`config.mk`:
```
export PLATFORM = sky130hd
export DESIGN_NAME = ltl_monitor_engine_flat
export DESIGN_NICKNAME = d
export VERILOG_FILES = /design/src/rtl/ltl_monitor_pkg.sv /design/src/rtl/ltl_monitor_engine_if.sv /design/src/rtl/ltl_report_fifo.sv /design/src/rtl/ltl_monitor_engine.sv /design/src/flat_wrapper.sv
export SDC_FILE = /design/constraint.sdc
export NUM_CORES = 2
export LEC_CHECK = 0
export CORE_MARGIN = 1
export CORE_UTILIZATION = 50
export CTS_CLUSTER_SIZE = 16
export DETAILED_ROUTE_END_ITERATION = 16
export HOLD_SLACK_MARGIN = 0.15
export PLACE_DENSITY = 0.7
export SETUP_SLACK_MARGIN = 0.4
export SYNTH_ARGS = -nofsm -noshare
export SYNTH_HDL_FRONTEND = slang
export SYNTH_SLANG_ARGS = --single-unit
export TNS_END_PERCENT = 5
```
`constraint.sdc`:
```
create_clock -name clk -period 7.7 [get_ports clk]
set_clock_uncertainty 0.15 [all_clocks]
set_input_delay 1.155 -clock clk [delete_from_list [all_inputs] [get_ports clk]]
set_output_delay 1.155 -clock clk [all_outputs]
set_load 0.01 [all_outputs]
```
`src/rtl/ltl_monitor_pkg.sv`:
```
// ltl_monitor_pkg
// Shared types for the LTL monitor engine: start-mode and config-type
// encodings, the range-entry record held per STE slot, and the range-hit
// helper used by the STE match logic.
package ltl_monitor_pkg;

  // Widest symbol a range entry can hold; engine symbols are zero-extended
  // to this width, so SYM_W must not exceed it.
  localparam int unsigned SYM_MAX_W = 16;

  typedef enum logic [1:0] {
    MODE_NONE = 2'd0,
    MODE_SOD  = 2'd1,
    MODE_ALL  = 2'd2,
    MODE_RSVD = 2'd3
  } start_mode_e;

  typedef enum logic [1:0] {
    CFG_RANGE = 2'd0,
    CFG_PRED  = 2'd1,
    CFG_MODE  = 2'd2,
    CFG_RSVD  = 2'd3
  } cfg_type_e;

  typedef struct packed {
    logic                 en;
    logic [SYM_MAX_W-1:0] lo;
    logic [SYM_MAX_W-1:0] hi;
  } range_entry_t;

  // An inverted interval (lo > hi) can never satisfy both bounds.
  function automatic logic range_hit(range_entry_t e, logic [SYM_MAX_W-1:0] s);
    return e.en && (e.lo <= s) && (s <= e.hi);
  endfunction

endpackage

```
`src/rtl/ltl_monitor_engine_if.sv`:
```
// ltl_monitor_engine_if
// Report channel of the LTL monitor engine.
//   rpt_valid    : head entry available (master -> slave)
//   rpt_ready    : consumer accepts head entry (slave -> master)
//   rpt_ts       : timestamp of head entry
//   rpt_vec      : report vector of head entry
//   rpt_overflow : sticky, at least one report was dropped
interface ltl_monitor_engine_if #(
  parameter int unsigned NUM_STATES = 16,
  parameter int unsigned TS_W       = 32
);
  logic                  rpt_valid;
  logic                  rpt_ready;
  logic [TS_W-1:0]       rpt_ts;
  logic [NUM_STATES-1:0] rpt_vec;
  logic                  rpt_overflow;

  modport master (
    output rpt_valid,
    output rpt_ts,
    output rpt_vec,
    output rpt_overflow,
    input  rpt_ready
  );

  modport slave (
    input  rpt_valid,
    input  rpt_ts,
    input  rpt_vec,
    input  rpt_overflow,
    output rpt_ready
  );
endinterface

```
`src/rtl/ltl_report_fifo.sv`:
```
// ltl_report_fifo
// Report queue for the LTL monitor engine. Entries are {ts, vec}.
//   clk, reset   : clock, synchronous active-high reset
//   push_i       : enqueue request with push_ts_i / push_vec_i
//   valid_o      : queue non-empty, head on ts_o / vec_o
//   ready_i      : consumer pops head when valid_o is high
//   overflow_o   : sticky, a push was refused
// No bypass path: a push into an empty queue shows on valid_o next cycle.
module ltl_report_fifo #(
  parameter int unsigned DEPTH = 8,
  parameter int unsigned TS_W  = 32,
  parameter int unsigned VEC_W = 16
) (
  input  logic             clk,
  input  logic             reset,
  input  logic             push_i,
  input  logic [TS_W-1:0]  push_ts_i,
  input  logic [VEC_W-1:0] push_vec_i,
  output logic             valid_o,
  input  logic             ready_i,
  output logic [TS_W-1:0]  ts_o,
  output logic [VEC_W-1:0] vec_o,
  output logic             overflow_o
);

  localparam int unsigned PTR_W = (DEPTH > 1) ? $clog2(DEPTH) : 1;
  localparam int unsigned CNT_W = $clog2(DEPTH + 1);
  localparam int unsigned ENT_W = TS_W + VEC_W;

  logic [ENT_W-1:0] mem_q [DEPTH];
  logic [PTR_W-1:0] rd_ptr_q, rd_ptr_d;
  logic [PTR_W-1:0] wr_ptr_q, wr_ptr_d;
  logic [CNT_W-1:0] count_q, count_d;
  logic             ovf_q, ovf_d;
  logic             pop;
  logic             accept;

  function automatic logic [PTR_W-1:0] next_ptr(logic [PTR_W-1:0] p);
    return (p == PTR_W'(DEPTH - 1)) ? '0 : p + PTR_W'(1);
  endfunction

  always_comb begin
    pop      = (count_q != '0) && ready_i;
    // A full queue still takes a push when the head leaves the same cycle.
    accept   = push_i && ((count_q != CNT_W'(DEPTH)) || pop);
    rd_ptr_d = pop    ? next_ptr(rd_ptr_q) : rd_ptr_q;
    wr_ptr_d = accept ? next_ptr(wr_ptr_q) : wr_ptr_q;
    count_d  = count_q;
    if (accept && !pop) begin
      count_d = count_q + CNT_W'(1);
    end else if (pop && !accept) begin
      count_d = count_q - CNT_W'(1);
    end
    ovf_d    = ovf_q | (push_i & ~accept);
  end

  always_ff @(posedge clk) begin
    if (reset) begin
      rd_ptr_q <= '0;
      wr_ptr_q <= '0;
      count_q  <= '0;
      ovf_q    <= 1'b0;
    end else begin
      rd_ptr_q <= rd_ptr_d;
      wr_ptr_q <= wr_ptr_d;
      count_q  <= count_d;
      ovf_q    <= ovf_d;
    end
  end

  always_ff @(posedge clk) begin
    if (!reset && accept) begin
      mem_q[wr_ptr_q] <= {push_ts_i, push_vec_i};
    end
  end

  assign valid_o       = (count_q != '0);
  assign {ts_o, vec_o} = mem_q[rd_ptr_q];
  assign overflow_o    = ovf_q;

endmodule

```
`src/rtl/ltl_monitor_engine.sv`:
```
// ltl_monitor_engine
// Array of state-transition elements (STEs) stepped once per qualified
// input symbol, with a timestamped report queue.
//   clk, reset       : clock, synchronous active-high reset
//   run, symbols     : symbol qualifier and current symbol
//   cfg_we/type/state/idx/wdata : configuration write port (ignored while run)
//   active           : current active-state vector
//   report           : active & report mask
//   rpt              : report channel (valid/ready, ts, vec, overflow)
module ltl_monitor_engine
  import ltl_monitor_pkg::*;
#(
  parameter int unsigned SYM_W      = 8,
  parameter int unsigned NUM_STATES = 16,
  parameter int unsigned NUM_RANGES = 4,
  parameter int unsigned FIFO_DEPTH = 8,
  parameter int unsigned TS_W       = 32,
  localparam int unsigned ST_W      = $clog2(NUM_STATES),
  localparam int unsigned IDX_W     = (NUM_RANGES > 1) ? $clog2(NUM_RANGES) : 1,
  localparam int unsigned CFG_W     = ((2 * SYM_W + 1) > NUM_STATES) ? (2 * SYM_W + 1) : NUM_STATES
) (
  input  logic                  clk,
  input  logic                  reset,
  input  logic                  run,
  input  logic [SYM_W-1:0]      symbols,
  input  logic                  cfg_we,
  input  logic [1:0]            cfg_type,
  input  logic [ST_W-1:0]       cfg_state,
  input  logic [IDX_W-1:0]      cfg_idx,
  input  logic [CFG_W-1:0]      cfg_wdata,
  output logic [NUM_STATES-1:0] active,
  output logic [NUM_STATES-1:0] report,
  ltl_monitor_engine_if.master  rpt
);

  range_entry_t          range_q [NUM_STATES][NUM_RANGES];
  logic [NUM_STATES-1:0] pred_q  [NUM_STATES];
  start_mode_e           mode_q  [NUM_STATES];
  logic [NUM_STATES-1:0] report_mask_q;

  logic [NUM_STATES-1:0] active_q, active_d;
  logic                  sod_q;
  logic [TS_W-1:0]       ts_q;

  // Report staged one cycle behind the active update it was derived from.
  logic                  rpt_push_q;
  logic [TS_W-1:0]       rpt_ts_q;
  logic [NUM_STATES-1:0] rpt_vec_q;

  logic [NUM_STATES-1:0] ste_match;
  logic [NUM_STATES-1:0] ste_enable;
  logic [NUM_STATES-1:0] rpt_vec_d;
  logic [SYM_MAX_W-1:0]  sym_ext;

  logic                  fifo_valid;
  logic [TS_W-1:0]       fifo_ts;
  logic [NUM_STATES-1:0] fifo_vec;
  logic                  fifo_ovf;

  assign sym_ext = SYM_MAX_W'(symbols);

  always_comb begin
    ste_match  = '0;
    ste_enable = '0;
    for (int unsigned i = 0; i < NUM_STATES; i++) begin
      for (int unsigned r = 0; r < NUM_RANGES; r++) begin
        if (range_hit(range_q[i][r], sym_ext)) begin
          ste_match[i] = 1'b1;
        end
      end
      ste_enable[i] = ((mode_q[i] == MODE_SOD) && sod_q) ||
                      (mode_q[i] == MODE_ALL) ||
                      (|(active_q & pred_q[i]));
    end
    active_d  = ste_enable & ste_match;
    rpt_vec_d = active_d & report_mask_q;
  end

  always_ff @(posedge clk) begin
    if (reset) begin
      active_q      <= '0;
      sod_q         <= 1'b1;
      ts_q          <= '0;
      rpt_push_q    <= 1'b0;
      rpt_ts_q      <= '0;
      rpt_vec_q     <= '0;
      report_mask_q <= '0;
      for (int unsigned i = 0; i < NUM_STATES; i++) begin
        pred_q[i] <= '0;
        mode_q[i] <= MODE_NONE;
        for (int unsigned r = 0; r < NUM_RANGES; r++) begin
          range_q[i][r] <= '0;
        end
      end
    end else begin
      rpt_push_q <= 1'b0;
      if (run) begin
        active_q   <= active_d;
        sod_q      <= 1'b0;
        ts_q       <= ts_q + TS_W'(1);
        rpt_push_q <= |rpt_vec_d;
        rpt_ts_q   <= ts_q;
        rpt_vec_q  <= rpt_vec_d;
      end else if (cfg_we) begin
        case (cfg_type_e'(cfg_type))
          CFG_RANGE: begin
            range_q[cfg_state][cfg_idx].en <= cfg_wdata[2*SYM_W];
            range_q[cfg_state][cfg_idx].lo <= SYM_MAX_W'(cfg_wdata[2*SYM_W-1:SYM_W]);
            range_q[cfg_state][cfg_idx].hi <= SYM_MAX_W'(cfg_wdata[SYM_W-1:0]);
          end
          CFG_PRED: begin
            pred_q[cfg_state] <= cfg_wdata[NUM_STATES-1:0];
          end
          CFG_MODE: begin
            mode_q[cfg_state]        <= start_mode_e'(cfg_wdata[1:0]);
            report_mask_q[cfg_state] <= cfg_wdata[2];
          end
          default: ;
        endcase
      end
    end
  end

  ltl_report_fifo #(
    .DEPTH (FIFO_DEPTH),
    .TS_W  (TS_W),
    .VEC_W (NUM_STATES)
  ) u_fifo (
    .clk        (clk),
    .reset      (reset),
    .push_i     (rpt_push_q),
    .push_ts_i  (rpt_ts_q),
    .push_vec_i (rpt_vec_q),
    .valid_o    (fifo_valid),
    .ready_i    (rpt.rpt_ready),
    .ts_o       (fifo_ts),
    .vec_o      (fifo_vec),
    .overflow_o (fifo_ovf)
  );

  assign rpt.rpt_valid    = fifo_valid;
  assign rpt.rpt_ts       = fifo_ts;
  assign rpt.rpt_vec      = fifo_vec;
  assign rpt.rpt_overflow = fifo_ovf;

  assign active = active_q;
  assign report = active_q & report_mask_q;

endmodule

```
`src/flat_wrapper.sv`:
```
// flat-port wrapper written by rule: the top's interface ports become plain ports
module ltl_monitor_engine_flat import ltl_monitor_pkg::*;
#(
  parameter int unsigned SYM_W      = 8,
  parameter int unsigned NUM_STATES = 16,
  parameter int unsigned NUM_RANGES = 4,
  parameter int unsigned FIFO_DEPTH = 8,
  parameter int unsigned TS_W       = 32,
  localparam int unsigned ST_W      = $clog2(NUM_STATES),
  localparam int unsigned IDX_W     = (NUM_RANGES > 1) ? $clog2(NUM_RANGES) : 1,
  localparam int unsigned CFG_W     = ((2 * SYM_W + 1) > NUM_STATES) ? (2 * SYM_W + 1) : NUM_STATES
)
  (clk, reset, run, symbols, cfg_we, cfg_type, cfg_state, cfg_idx, cfg_wdata, active, report, rpt_rpt_valid, rpt_rpt_ts, rpt_rpt_vec, rpt_rpt_overflow, rpt_rpt_ready);
  ltl_monitor_engine_if #(.NUM_STATES(NUM_STATES), .TS_W(TS_W)) rpt_i ();
  input  logic clk;
  input  logic reset;
  input  logic run;
  input  logic [SYM_W-1:0] symbols;
  input  logic cfg_we;
  input  logic [1:0] cfg_type;
  input  logic [ST_W-1:0] cfg_state;
  input  logic [IDX_W-1:0] cfg_idx;
  input  logic [CFG_W-1:0] cfg_wdata;
  output logic [NUM_STATES-1:0] active;
  output logic [NUM_STATES-1:0] report;
  output wire logic [$bits(rpt_i.rpt_valid)-1:0] rpt_rpt_valid;
  output wire logic [$bits(rpt_i.rpt_ts)-1:0] rpt_rpt_ts;
  output wire logic [$bits(rpt_i.rpt_vec)-1:0] rpt_rpt_vec;
  output wire logic [$bits(rpt_i.rpt_overflow)-1:0] rpt_rpt_overflow;
  input wire logic [$bits(rpt_i.rpt_ready)-1:0] rpt_rpt_ready;
  assign rpt_rpt_valid = rpt_i.rpt_valid;
  assign rpt_rpt_ts = rpt_i.rpt_ts;
  assign rpt_rpt_vec = rpt_i.rpt_vec;
  assign rpt_rpt_overflow = rpt_i.rpt_overflow;
  assign rpt_i.rpt_ready = rpt_rpt_ready;
  ltl_monitor_engine #(.SYM_W(SYM_W), .NUM_STATES(NUM_STATES), .NUM_RANGES(NUM_RANGES), .FIFO_DEPTH(FIFO_DEPTH), .TS_W(TS_W)) u_core (.clk(clk), .reset(reset), .run(run), .symbols(symbols), .cfg_we(cfg_we), .cfg_type(cfg_type), .cfg_state(cfg_state), .cfg_idx(cfg_idx), .cfg_wdata(cfg_wdata), .active(active), .report(report), .rpt(rpt_i));
endmodule
```
# Word level (Yosys, flattened, before mapping)
# Memory sizes are Yosys's and may differ from the RTL's. A register that Yosys moved wholly into a read port is not among the register bits.
# Index checks and enable logic that the tools add are counted.
# Widths: inputs -> output; s select.
# classes
addsub,5
mul,0
div,0
n_lt_le_gt_ge,132
n_eq_ne,37
n_shift,0
muxes,245
bitwise,160
n_reduce_logical,212
# ops
operator,n
$le 16x8->1,64
$le 8x16->1,64
$mux 132,3
$and 16x16->16,19
$reduce_or 16->1,18
$mux 1,221
$demux 33 s2,3
$logic_and 1x1->1,151
$or 1x1->1,137
$mux 68,2
$reduce_or 68->1,1
$eq 2x1->1 const B,17
$eq 2x2->1 const B,17
$logic_or 1x1->1,33
$mux 33,1
$add 32x1->32 const B,1
$mux 16,2
$mux 32,1
$mux 4,5
$bwmux 16,1
$mux 3,4
$add 3x1->3 const B,2
$eq 3x3->1 const B,2
$lt 4x5->1 const B,1
other kinds (17),21
# totals
register_bits,125
latchBits,0
ramBits,1760
mem_bits_ro,0
in_bits,38
n_memories,4
# mem_list
name,words,word_bits,rd,rd_ports_with_merged_regs,wr,line,text
u_core.range_q,16,68,16,0,16,ltl_monitor_engine.sv:36,range_entry_t range_q [NUM_STATES][NUM_RANGES];
u_core.u_fifo.mem_q,8,48,1,1,1,ltl_report_fifo.sv:30,logic [ENT_W-1:0] mem_q [DEPTH];
u_core.pred_q,16,16,16,0,16,ltl_monitor_engine.sv:37,logic [NUM_STATES-1:0] pred_q [NUM_STATES];
u_core.mode_q,16,2,16,0,16,ltl_monitor_engine.sv:38,start_mode_e mode_q [NUM_STATES];

# Depth between registers and ports, before layout
# An unclocked memory read counts as a cell.
# depth
ltp_word,11
ltp_mapped,12

# By module
# A second synthesis with hierarchy kept.
# unflattened
hier_cells,7765
hier_area_um2,97104.4
# modules_own_cells
mod,instances,cells_each,area_per_inst_um2
ltl_monitor_engine,1,7130,81809.7
ltl_report_fifo,1,635,15294.7

# Worst setup path before layout
# Ideal clock, no wire load.
# synth_timing
kind,input to register
startpoint,input rpt_rpt_ready
endpoint,memory u_core.u_fifo.mem_q[0][0] (netlist bit) (enable)
setup_ns,0.513
arrival_time_ns,5.066
setup_slack_ns,1.971
cell_stages,4
n_path_buf,0
cell_sequence,nand3b_1 -> nand2_1 -> or3_1 -> nor3_1
# synth_between
elab_chain_len,6
# synth_rtl
element,line,text
from (decl),flat_wrapper.sv:30,input wire logic [$bits(rpt_i.rpt_ready)-1:0] rpt_rpt_ready;
$logic_and 1x1->1,ltl_report_fifo.sv:43,pop = (count_q != '0) && ready_i;
$logic_or 1x1->1,ltl_report_fifo.sv:45,accept = push_i && ((count_q != CNT_W'(DEPTH)) || pop);
$logic_and 1x1->1,ltl_report_fifo.sv:45,
$logic_and 1x1->1,ltl_report_fifo.sv:72,if (!reset && accept) begin
$mux 1,ltl_report_fifo.sv:72,
$mux 1 (implied by the code),ltl_report_fifo.sv:73,"mem_q[wr_ptr_q] <= {push_ts_i, push_vec_i};"
to (decl),ltl_report_fifo.sv:30,
# Every way passes these cells.

==> summary.txt <==
Status
  • Run status: finished clean

Drt
  • WL final: 254 mm
  • DRC Markers: 0
  • Detail Route met3 WL: ~18 mm
  • Routed Antenna Nets: 0
  • Met2 wire len: 125 mm
  • M1 WL: 101 mm
  • Top Layer Used: met4
  • DR vias/cell: 5.89
  • DRT Pass-1 Iters: 7
  • Wire per inst: 24.3 um
  • Vias after detailed routing: 61.6k
  • Drt initial violations: roughly 5.5k

Final layout
  • # nets final: 8825
  • Area growth syn-to-layout: 10.7%
  • Layout cells sized above 1: 0.0894
  • Final core occ: 0.557

Synthesis
  • Mux share of post-synthesis cell area: 0.0314
  • Top cell type's share of synthesized area: 0.547
  • Async SR Flop Fraction: 0
  • Post-Syn Instances: 7673
  • Simple-gate share of the synthesized area: 0.159
  • Top_reg_cell synth: edfxtp_1
  • Post-synthesis register bit count: between 1.5k and 2k
  • Distinct cells, synth: 65
  • Synth Net Count: 8744
  • Synthesized-area fraction occupied by adder cells: 0.134
  • Yosys top cell by area: edfxtp_1
  • Compound-cell area share of the yosys netlist: 0.0658
  • Largest family of logic cells by synthesized area: simple AND/OR/NAND/NOR gates
  • Ys Warns: 0
  • Mean Syn Cell Area: approximately 13 um2
  • Post-synthesis xor/xnor area fraction: 0.00281
  • Mapped cell area: approximately 97000 um2
  • Sequential area share after synthesis: 0.573
  • EDFF count, synth: approximately 1.8k
  • Synth area leaders: edfxtp_1 (55%), ha_1 (13%), and2_1 (8.8%)

Power
  • Sw Ratio: 0.253
  • Pwr dens: 226 nW/um2
  • Reg power frac: 0.489
  • Maximum VDD drop: 0.240 mV
  • Clk network pwr share: 0.392
  • Share of total power in combinational logic: 0.120
  • Power Internal: 18.0 mW
  • LEAKAGE: 41.1 nW
  • P_sw: 6.10 mW

Floorplan
  • Initial Utilization: 0.503
  • Die X: between 400 and 500 um
  • IO Pins: 120
  • Core Footprint: between 150000 and 200000 um2
  • Row count: between 150 and 200
  • Die area: around 200000 um2
  • Die Ht: 442 um

Placed design
  • Gpl congestion: 0.863
  • Place WS: around 2.1 ns
  • PortBufs: about 120
  • DPL Wire Length: 148 mm

Setup path
  • Worst path arrival time: 3.78 ns
  • CP max FO: 36
  • Reg-to-Reg Start: u_core.active[14]
  • Startpoint class of the critical path: register
  • CP Capture Type: output pin
  • WS Path Type: register to output pin
  • Req. time, crit path: roughly 6.4 ns

Clocking
  • Postcts setup bufs: 0
  • Hold_buf cts: 0
  • Cts repair resizes: 0
  • Clk_lat worst skew: about 0.86 ns
  • Clock Sinks: 1888
  • CTS H-tree depth: 4
  • TritonCTS buffer count: ~190
  • CTS tree: yes
  • Max Buffers Root-to-Sink: 3
  • Clk pin slew, worst setup/hold paths: 0.06 ns
  • CTS Root Cell: clkbuf_16

STA
  • Slew margin rel.: 0.260
  • Fin crit share: 0.660
  • Final setup viols: 0
  • Fin crit period: 5.08 ns
  • Fmax: 197 MHz
  • Final worst slack: 2.62 ns
  • Least-Margin Pin Slew: 1.11 ns
  • RSZ-0062 raised after global routing: false
  • Final TNS setup: 0 ns
  • Hold Fails Final Rpt: 0
  • Max Transition Viols Final: 0
  • WHS: roughly 0.33 ns

Hold path
  • Min-delay src: u_core.u_fifo.rd_ptr_q[1]
  • Hold Crit Class: register to register

GRT
  • Initial antenna violation count: 13
  • GRT Util Overall: 0.258
  • GRT overflow: 0
  • Number of global-route vias before repair: 61.6k
  • Global-route wire length before repair: 379 mm
  • Pin count of the biggest net entering global routing: 79

Job
  • Max_cap viols: 0
-- worst paths after layout --
| path | slack (ns) | cells past startpoint | to |
|---|---|---|---|
| hold reg to reg | 0.33 | 2 | register |
| hold / removal | 0.33 | 2 | register |
| setup / recovery | 2.62 | 4 | rpt_rpt_ts[19] |
| setup reg to reg | 4.00 | 10 | u_core.rpt_push_q |
-- registers in the layout, indices dropped and copies added (netlist names), named ones only --
signal and count:
u_core.rpt_ts_q 32, u_core.u_fifo.rd_ptr_q 3, u_core.range_q 1088, u_core.u_fifo.count_q 4, u_core.u_fifo.mem_q 384, u_core.mode_q 32
u_core.pred_q 256, u_core.u_fifo.overflow_o 1, u_core.rpt_push_q 1, u_core.rpt_vec_q 16, u_core.sod_q 1, u_core.active 16
u_core.u_fifo.wr_ptr_q 3, u_core.ts_q 32, u_core.report_mask_q 16
-- routing by layer --
| metal | GRT usage | up-vias |
|---|---|---|
| li1 | - | 28200 |
| met1 | 0.325 | 30600 |
| met2 | 0.443 | 2276 |
| met3 | 0.0361 | 576 |
| met4 | 0.111 | 0 |
| met5 | 0 | - |
-- cells in the mapped netlist (all sizes together) (60+ instances only) --
master,count
ha,1032
a22oi,68
or2,109
nand4,224
o22ai,60
clkbuf,311
o211ai,96
a21oi,383
nand3,118
nor2b,150
nor2,367
and2,1367
dfxtp,128
a211oi,61
edfxtp,1760
nand2,176
mux4,96
inv,547
o21ai,138
-- cells by family after synthesis --
logic type / Yosys count
buffers and inverters: 876
DFF: 1888
muxes: 177
AOI/OAI and AO/OA: 1006
adders and majority gates: 1033
and+or+nand+nor: 2662
xor gates and xnor gates: 31
-- through the flow --
step | cells | total power, mW | cell area [um2]
5_1_grt | 10500 | 24.9 | 107000
3_3_place_gp | 10100 | 14.7 | 101000
6_report | 10500 | 24.1 | 107000
3_5_place_dp | 10100 | 14.9 | 101000
4_1_cts | 10400 | 24.2 | 107000
2_1_floorplan | 7673 | 13.7 | 96600
-- worst max-delay path, stage by stage (launching register included) --
cell and delay (ns):
dfxtp_4 0.78, buf_4 0.71, mux4_2 0.61, mux2_2 0.30, clkdlybuf4s50_1 0.49
-- cells in the final DEF, fill, tap and decap left out, types with 92 or more instances in the layout --
cell	count
a21oi_1	383
and2_1	1366
buf_4	111
clkbuf_16	197
clkdlybuf4s50_1	92
dfxtp_1	124
edfxtp_1	1760
ha_1	1032
inv_1	539
mux4_2	96
nand2_1	175
nand3_1	116
nand4_1	224
nor2_1	349
nor2b_1	150
o211ai_1	96
o21ai_0	138
or2_2	109
-- power by group through the flow --
stage	clock network [mW]	logic, mW	registers (mW)
floorplan	0	1.87	11.9
global placement	0	2.76	12.0
detailed placement	0	2.87	12.0
CTS	9.54	2.89	11.8
global route	9.93	3.16	11.8
finish	9.45	2.89	11.8
-- area by class of cell --
cell class,instances,area (um2)
inverters,547,2070
flip-flops and latches,1888,55400
well taps,2526,3160
multi-input cells,4909,38000
fillers,15500,85200
clock buffers,252,5260
clock inverters,110,1170
diodes,9,22.5
repair buffers,215,1900
Power figures use the tool's default switching activity.
